## config.mk

```make
export PLATFORM = sky130hd
export DESIGN_NAME = cmd_phy_sequencer
export DESIGN_NICKNAME = d
export VERILOG_FILES = /design/src/rtl/cmd_phy_sequencer.sv
export SDC_FILE = /design/constraint.sdc
export NUM_CORES = 1
export LEC_CHECK = 0
export BUFFER_PORTS_ARGS = -buffer_cell sky130_fd_sc_hd__buf_2
export CAP_MARGIN = 20
export CORE_MARGIN = 4
export CORE_UTILIZATION = 39
export CTS_CLUSTER_DIAMETER = 200
export DETAILED_ROUTE_END_ITERATION = 8
export PLACE_DENSITY_LB_ADDON = 0.2
export REMOVE_ABC_BUFFERS = 1
export SKIP_CTS_REPAIR_TIMING = 1
export SYNTH_ARGS = -nofsm -noshare
export SYNTH_HDL_FRONTEND = slang
export SYNTH_SLANG_ARGS = --single-unit
```

## constraint.sdc

```tcl
create_clock -name sd_clock -period 7.9 [get_ports sd_clock]
set_input_delay 1.185 -clock sd_clock [delete_from_list [all_inputs] [get_ports sd_clock]]
set_output_delay 1.185 -clock sd_clock [all_outputs]
set_load 0.01 [all_outputs]
```

## src/rtl/cmd_phy_sequencer.sv

```systemverilog
// SD CMD-line physical-layer sequencer: serializes a 48-bit command, then captures the card response.
// Optional response CRC7 checking is compiled in with `define CMD_RESP_CRC_CHECK_EN.
module cmd_phy_sequencer #(
  parameter int unsigned RESP_BITS = 48,
  parameter int unsigned NCR_MAX   = 64
) (
  input  logic                 sd_clock,
  input  logic                 reset,
  input  logic                 cmd_start,
  input  logic [47:0]          cmd_frame,
  input  logic                 resp_expected,
  input  logic                 ser_complete,
  input  logic                 cmd_in,
  output logic                 ser_enable,
  output logic [7:0]           ser_parallel,
  output logic                 cmd_oe,
  output logic                 busy,
  output logic                 done,
  output logic                 timeout,
  output logic [RESP_BITS-1:0] resp,
  output logic                 crc_err
);

  localparam int unsigned BIT_CNT_W = $clog2(RESP_BITS + 1);
  localparam int unsigned NCR_W     = $clog2(NCR_MAX);

  localparam logic [BIT_CNT_W-1:0] BIT_CNT_LAST = BIT_CNT_W'(RESP_BITS);
  localparam logic [NCR_W-1:0]     NCR_LIMIT    = NCR_W'(NCR_MAX - 1);

  localparam logic [2:0] IDLE      = 3'd0;
  localparam logic [2:0] SEND      = 3'd1;
  localparam logic [2:0] TX_TAIL   = 3'd2;
  localparam logic [2:0] WAIT_RESP = 3'd3;
  localparam logic [2:0] RECV      = 3'd4;
  localparam logic [2:0] DONE      = 3'd5;

  logic [2:0]           state_q,    state_d;
  logic [47:0]          frame_q,    frame_d;
  logic                 resp_exp_q, resp_exp_d;
  logic [2:0]           byte_idx_q, byte_idx_d;
  logic [BIT_CNT_W-1:0] bit_cnt_q,  bit_cnt_d;
  logic [NCR_W-1:0]     ncr_q,      ncr_d;
  logic [RESP_BITS-1:0] resp_d;
  logic                 timeout_d;
  logic                 done_d;
  logic                 busy_d;
  logic                 ser_enable_d;
  logic                 cmd_oe_d;
  logic [7:0]           ser_parallel_d;
  logic [47:0]          frame_shift;

`ifdef CMD_RESP_CRC_CHECK_EN
  // Start bit is never covered; the long response also skips its reserved header byte.
  localparam logic [BIT_CNT_W-1:0] CRC_FIRST = BIT_CNT_W'((RESP_BITS == 136) ? 8 : 1);
  localparam logic [BIT_CNT_W-1:0] CRC_LAST  = BIT_CNT_W'(RESP_BITS - 9);

  logic [6:0] crc_q, crc_d;
  logic       crc_err_d;

  function automatic logic [6:0] crc7_step(input logic [6:0] crc, input logic din);
    logic fb;
    fb = crc[6] ^ din;
    return {crc[5:0], 1'b0} ^ {3'b000, fb, 2'b00, fb};
  endfunction
`endif

  // Next-state and next-output logic; outputs are registered from the next state.
  always_comb begin
    state_d    = state_q;
    frame_d    = frame_q;
    resp_exp_d = resp_exp_q;
    byte_idx_d = byte_idx_q;
    bit_cnt_d  = bit_cnt_q;
    ncr_d      = ncr_q;
    resp_d     = resp;
    timeout_d  = timeout;
`ifdef CMD_RESP_CRC_CHECK_EN
    crc_d      = crc_q;
    crc_err_d  = crc_err;
`endif

    case (state_q)
      IDLE: begin
        if (cmd_start) begin
          frame_d    = cmd_frame;
          resp_exp_d = resp_expected;
          resp_d     = '0;
          timeout_d  = 1'b0;
          byte_idx_d = 3'd0;
          state_d    = SEND;
`ifdef CMD_RESP_CRC_CHECK_EN
          crc_d      = 7'd0;
          crc_err_d  = 1'b0;
`endif
        end
      end
      SEND: begin
        if (ser_complete) begin
          if (byte_idx_q == 3'd5) begin
            byte_idx_d = 3'd0;
            state_d    = TX_TAIL;
          end else begin
            byte_idx_d = byte_idx_q + 3'd1;
          end
        end
      end
      TX_TAIL: begin
        ncr_d   = '0;
        state_d = resp_exp_q ? WAIT_RESP : DONE;
      end
      WAIT_RESP: begin
        ncr_d = ncr_q + NCR_W'(1);
        // A start bit seen on the final Ncr cycle still counts as a response.
        if (!cmd_in) begin
          resp_d    = {resp[RESP_BITS-2:0], 1'b0};
          bit_cnt_d = BIT_CNT_W'(1);
          state_d   = RECV;
        end else if (ncr_q == NCR_LIMIT) begin
          timeout_d = 1'b1;
          state_d   = DONE;
        end
      end
      RECV: begin
        resp_d    = {resp[RESP_BITS-2:0], cmd_in};
        bit_cnt_d = bit_cnt_q + BIT_CNT_W'(1);
`ifdef CMD_RESP_CRC_CHECK_EN
        if (bit_cnt_q >= CRC_FIRST && bit_cnt_q <= CRC_LAST) begin
          crc_d = crc7_step(crc_q, cmd_in);
        end
`endif
        if (bit_cnt_d == BIT_CNT_LAST) begin
          state_d = DONE;
`ifdef CMD_RESP_CRC_CHECK_EN
          crc_err_d = (crc_d != resp_d[7:1]);
`endif
        end
      end
      DONE: begin
        state_d = IDLE;
      end
      default: begin
        state_d = IDLE;
      end
    endcase

    frame_shift    = frame_d << {byte_idx_d, 3'b000};
    done_d         = (state_d == DONE);
    busy_d         = (state_d != IDLE);
    ser_enable_d   = (state_d == SEND);
    cmd_oe_d       = (state_d == SEND) || (state_d == TX_TAIL);
    ser_parallel_d = (state_d == SEND) ? frame_shift[47:40] : 8'd0;
  end

  always_ff @(posedge sd_clock or posedge reset) begin
    if (reset) begin
      state_q      <= IDLE;
      frame_q      <= '0;
      resp_exp_q   <= 1'b0;
      byte_idx_q   <= 3'd0;
      bit_cnt_q    <= '0;
      ncr_q        <= '0;
      resp         <= '0;
      timeout      <= 1'b0;
      done         <= 1'b0;
      busy         <= 1'b0;
      ser_enable   <= 1'b0;
      cmd_oe       <= 1'b0;
      ser_parallel <= 8'd0;
    end else begin
      state_q      <= state_d;
      frame_q      <= frame_d;
      resp_exp_q   <= resp_exp_d;
      byte_idx_q   <= byte_idx_d;
      bit_cnt_q    <= bit_cnt_d;
      ncr_q        <= ncr_d;
      resp         <= resp_d;
      timeout      <= timeout_d;
      done         <= done_d;
      busy         <= busy_d;
      ser_enable   <= ser_enable_d;
      cmd_oe       <= cmd_oe_d;
      ser_parallel <= ser_parallel_d;
    end
  end

`ifdef CMD_RESP_CRC_CHECK_EN
  always_ff @(posedge sd_clock or posedge reset) begin
    if (reset) begin
      crc_q   <= 7'd0;
      crc_err <= 1'b0;
    end else begin
      crc_q   <= crc_d;
      crc_err <= crc_err_d;
    end
  end
`else
  assign crc_err = 1'b0;
`endif

endmodule

```

# Yosys cells after proc, flatten, opt, wreduce, memory -nomap -nowiden
# Cells that the tools add are included.
word_totals:
  register_bits: 128
  in_bits: 54
  out_inout_bits: 62
  elab_cells: 67
classes:
  add_sub_neg: 3
  n_eq_ne: 14
  shift: 1
  muxes: 25
  n_reduce_logical: 11
ops:
  columns: ["cell", "count"]
  rows:
  - ["$mux W48", 4]
  - ["$pmux W48 S3", 1]
  - ["$shl A48 B6 Y48", 1]
  - ["$mux W3", 10]
  - ["$pmux W6 S2", 2]
  - ["$pmux W3 S5", 1]
  - ["$add A6 B1 Y6 const B", 2]
  - ["$eq A6 B6 Y1 const B", 2]
  - ["$eq A3 B2 Y1 const B", 3]
  - ["$eq A3 B3 Y1 const B", 3]
  - ["$mux W8", 1]
  - ["$ne A2 B2 Y1 const B", 4]
  - ["$eq A3 B1 Y1 const B", 2]
  - ["$mux W6", 1]
  - ["$pmux W3 S2", 1]
  - ["$reduce_bool A2 Y1", 3]
  - ["$reduce_bool A3 Y1", 2]
  - ["$reduce_and A2 Y1", 2]
  - ["$reduce_and A4 Y1", 1]
  - ["$add A3 B1 Y3 const B", 1]
  - ["$logic_not A3 Y1", 1]
  - ["$mux W1", 3]
  - ["$reduce_and A3 Y1", 1]
  - ["$pmux W1 S2", 1]
  - ["$logic_or A1 B1 Y1", 1]

# Depth between registers and ports, before layout
logic_depth:
  word_depth: 6
  depth_mapped: 9
  mapped_depth_nobuf: 7

# Worst setup path before layout
# No wires, ideal clock.
synth_timing:
  path_type: "input -> register"
  startpoint: "input cmd_start"
  endpoint: "register ser_parallel[5]"
  setup_time_ns: 0.130
  arrival_time_ns: 2.561
  required_time_ns: 7.770
  path_slack_ns: 5.209
  cell_stages: 8
  path_buffers: 2
  path_cell_list: "nor2b_1 and2_1 buf_6 buf_6 mux2_2 mux2_2 a2bb2oi_2 a21oi_1"
synth_via:
  elab_chain_len: 4
  elab_cells_between_ends: 9
  cone_classes: "eq/ne: 1; shift: 1; mux: 7"
synth_rtl:
  columns: ["element", "line", "source"]
  rows:
  - ["start: declaration", "9", "input logic cmd_start,"]
  - ["$mux W48", "84", "if (cmd_start) begin"]
  - ["$mux W48", "82", "case (state_q)"]
  - ["via frame_d[21]", "38", "logic [47:0] frame_q, frame_d;"]
  - ["$shl A48 B6 Y48", "146", "frame_shift = frame_d << {byte_idx_d, 3'b000};"]
  - ["$mux W8", "151", "ser_parallel_d = (state_d == SEND) ? frame_shift[47:40] : 8'd0;"]
  - ["via ser_parallel_d[5]", "49", "logic [7:0] ser_parallel_d;"]
  - ["end signal: assignment", "182", "ser_parallel <= ser_parallel_d;"]
  - ["end: declaration", "15", "output logic [7:0] ser_parallel,"]
# The timed path passes the listed nets, and every way through them passes these cells.
# A chain may end at the register's enable or synchronous reset.

# Final worst setup path
layout_timing:
  startpoint: "input cmd_start"
  endpoint: "register ser_parallel[4]"
layout_via:
  elab_chain_len: 4
  elab_cells_between_ends: 9
  cone_classes: "eq/ne: 1; shift: 1; mux: 7"
layout_rtl:
  columns: ["element", "line"]
  rows:
  - ["$mux W3 or $mux W48 (tied branches)", "84"]
  - ["$pmux W3 S2 (tied with other cells)", "82"]
  - ["$shl A48 B6 Y48 or $eq A3 B1 Y1 (tied branches)", "146, 151"]
  - ["$mux W8 (*)", "151"]
  - ["via ser_parallel_d[4]", "49"]
# The timed path passes the listed nets; every way through them passes the cells marked *.

==> out/results.ini <==
[run_status]
status = complete, no violations

[timing]
rsz0062_at_grt = false
period_share_pct = 35.46
drv_slew = 0
fmax_ghz = 0.3570
setup_viol = 0
tightest_slew_ps = 1045
relSlewSlack_pct = 29.99
hold_violations = 0
fin_tns_setup_ps = 0
fin_skew_ps = 7.347
period_needed_ps = 2801

[final_layout]
layout_commonest_cell = nand2_1
fillers = 1370
diodes = 0
nNetsFinal = 767
layout-drive-gt1-share_pct = 26.10
utilization_pct = 48.76
mostFrequentLayoutCells = nand2_1 (219), dfrtp_1 (128), buf_2 (114)
syn2layout_area_growth_pct = 22.65

[cts]
cts_tree = built
cts_sinks = 128
clk_latency_ps = 410
clk_pin_slew_ps = 60
root_buffer = clkbuf_16
clockBufferDepth = 2
htree_levels = 4
cts_buffers = 17

[placement]
io_buffers = 114
place_congestion = 0.7652
post-dp-hpwl_um = 8710

[synth]
synthCells = 607
ys_ff_latch = 128
seq_area_frac_synth_pct = 55.65
netlist_area_mm2 = 0.005756
syn_avg_cell_area_um2 = 9.482
async_reset_ff_share_pct = 100.0
ys.flop_type = dfrtp_1
yosysWarnings = 0
synth_edf_count = 0
yosysUniqueCellTypes = 56

[global_route]
antenna_found_initial = 0
grt_max_degree = 82
gr-total-overflow = 0
grt_pass1_vias = 4279
grt_pass1_wl_um = 21620
grt_util_all_layers_pct = 16.26

[power]
ir_worst_vdd_uv = 202.2
p_per_area_mw_per_mm2 = 342.1
p_comb_share_pct = 30.0
netSwitchingFraction_pct = 33.01
seq_power_share_pct = 38.3
switching_power_w = 0.0007972
pwr-share-clk_pct = 31.7
p_leak_nw = 3.746
internal_power_w = 0.001618

[worst_setup_path]
slowest_delay_ps = 810
crit_buf_inv = 2
cp.required_ps = 8170
start_kind = input port
worstPathArrival_ps = 3070
crit_fanout = 55
slowest_stage = a31oi_1
cp_cell_sequence = buf_2, nor2b_1, nand2_2, buf_4, a31oi_1, a2bb2oi_1, a21oi_1
end_kind = flop
path_class = in2reg
critical_path.top_delay_family = compound AO/OA/AOI/OAI gates

[die]
start_util_pct = 39.75
coreArea_mm2 = 0.01448
design.die.area_mm2 = 0.01677
chipWidth_um = 129.5
row_count = 44
fp.dieH_um = 129.5
io_pins = 116

[detailed_routing]
drt-vias-per-instance = 5.036
routed-via-count = 4573
dr.pass1.iters = 4
drc = 0
ant_nets = 0
drt_iter0_drc = 329
wl_um = 13470
wl_per_cell_um = 14.83

[hold_path]
hp-class = reg2reg

[flow_run]
cap_violations = 0

## worst paths after layout
path,cells past startpoint,endpoint,slack [ps],from
max in group asynchronous,4,frame_q[12]$_DFF_PP0_,6000,reset
max reg2reg,7,ser_parallel[6]$_DFF_PP0_,5160,state_q[2]$_DFF_PP0_
max,7,ser_parallel[4]$_DFF_PP0_,5100,cmd_start
min reg2reg,2,resp[47]$_DFFE_PP0P_,470,resp[47]$_DFFE_PP0P_
min in group asynchronous,2,resp[13]$_DFFE_PP0P_,840,reset
min,2,resp[47]$_DFFE_PP0P_,470,resp[47]$_DFFE_PP0P_
## worst register-to-register path, delay by kind of cell, from the launching register on
| kind | cells | cell delay [ps] |
|---|---|---|
| buffers and inverters | 1 | 440 |
| and+or+nand+nor | 4 | 600 |
| AOI/OAI and AO/OA | 2 | 670 |
| DFF | 1 | 920 |
## state kept, by name, indices dropped and copies added (netlist names)
register / flops
frame_q: 48
resp: 48
ser_parallel: 8
bit_cnt_q: 6
ncr_q: 6
byte_idx_q: 3
state_q: 3
busy: 1
cmd_oe: 1
done: 1
resp_exp_q: 1
ser_enable: 1
timeout: 1
## cell type report
type                            instances  area, um^2  area share [%]
Tap cell                              184       230.2           3.261
Inverter                                7       28.78          0.4077
Sequential cell                       128        3203           45.37
Multi-Input combinational cell        436        2349           33.27
Clock inverter                         14       141.4           2.003
Clock buffer                           18       439.2           6.221
Timing Repair Buffer                  121       668.1           9.465
## metrics by stage
step	hold WS, ps	setup WS (ps)	total power, W	cells	instance area [um^2]
4_1_cts	472.9	4717	0.002430	905	6992
2_1_floorplan	437.9	3302	0.001448	571	5563
3_5_place_dp	459.5	4292	0.001657	873	6411
5_1_grt	490.8	4846	0.002569	908	7059
6_report	469.1	5099	0.002415	908	7059
3_3_place_gp	447.7	4365	0.001636	873	6411
## cells by family (layout without fill, tap and decap cells)
logic type      Yosys count  in the layout  synth area share, %
mux                      38             38                7.326
xor+xnor                  3              3               0.4566
compound gates           67             67                7.935
other cells               1              1              0.06515
buf+inv                  43            160                3.804
fa+ha+maj                 2              2               0.4347
flops                   128            128                55.65
simple gates            325            325                24.33
## metal layers
metal / vias to the layer above / GRT usage [%] / wire length (um)
li1: 2233 / - / -
met1: 2212 / 22.68 / 6384
met2: 114 / 25.06 / 6206
met3: 14 / 4.864 / 771
met4: 0 / 4.034 / 106
met5: - / 0 / 0
## power groups by stage
stage                     Clock, W  Sequential [W]  Combinational [W]
final                     0.000765        0.000925           0.000726
after CTS                 0.000780        0.000925           0.000725
after floorplan                  0        0.000917           0.000531
after detailed placement         0        0.000934           0.000723
after global placement           0        0.000930           0.000706
after global routing      0.000810        0.000946           0.000812
## cell usage after synthesis, drive strengths merged, types with 3 or more instances
library cell	n	area share [%]
a31oi	4	0.43
nor2b	6	0.65
a21oi	17	1.5
inv	7	0.46
clkbuf	17	1.1
dfrtp	128	56
mux2	21	4.4
nor2	17	1.3
nand2b	4	0.43
buf	19	2.2
o22ai	3	0.33
nand3	56	4.9
nand2	221	14
o21a	3	0.39
a2bb2oi	7	1.2
o21ai	13	1.1
a211o	7	1.1
nor3	3	0.26
and2	4	0.43
mux2i	17	3.0
(Power assumes the default switching activity.)
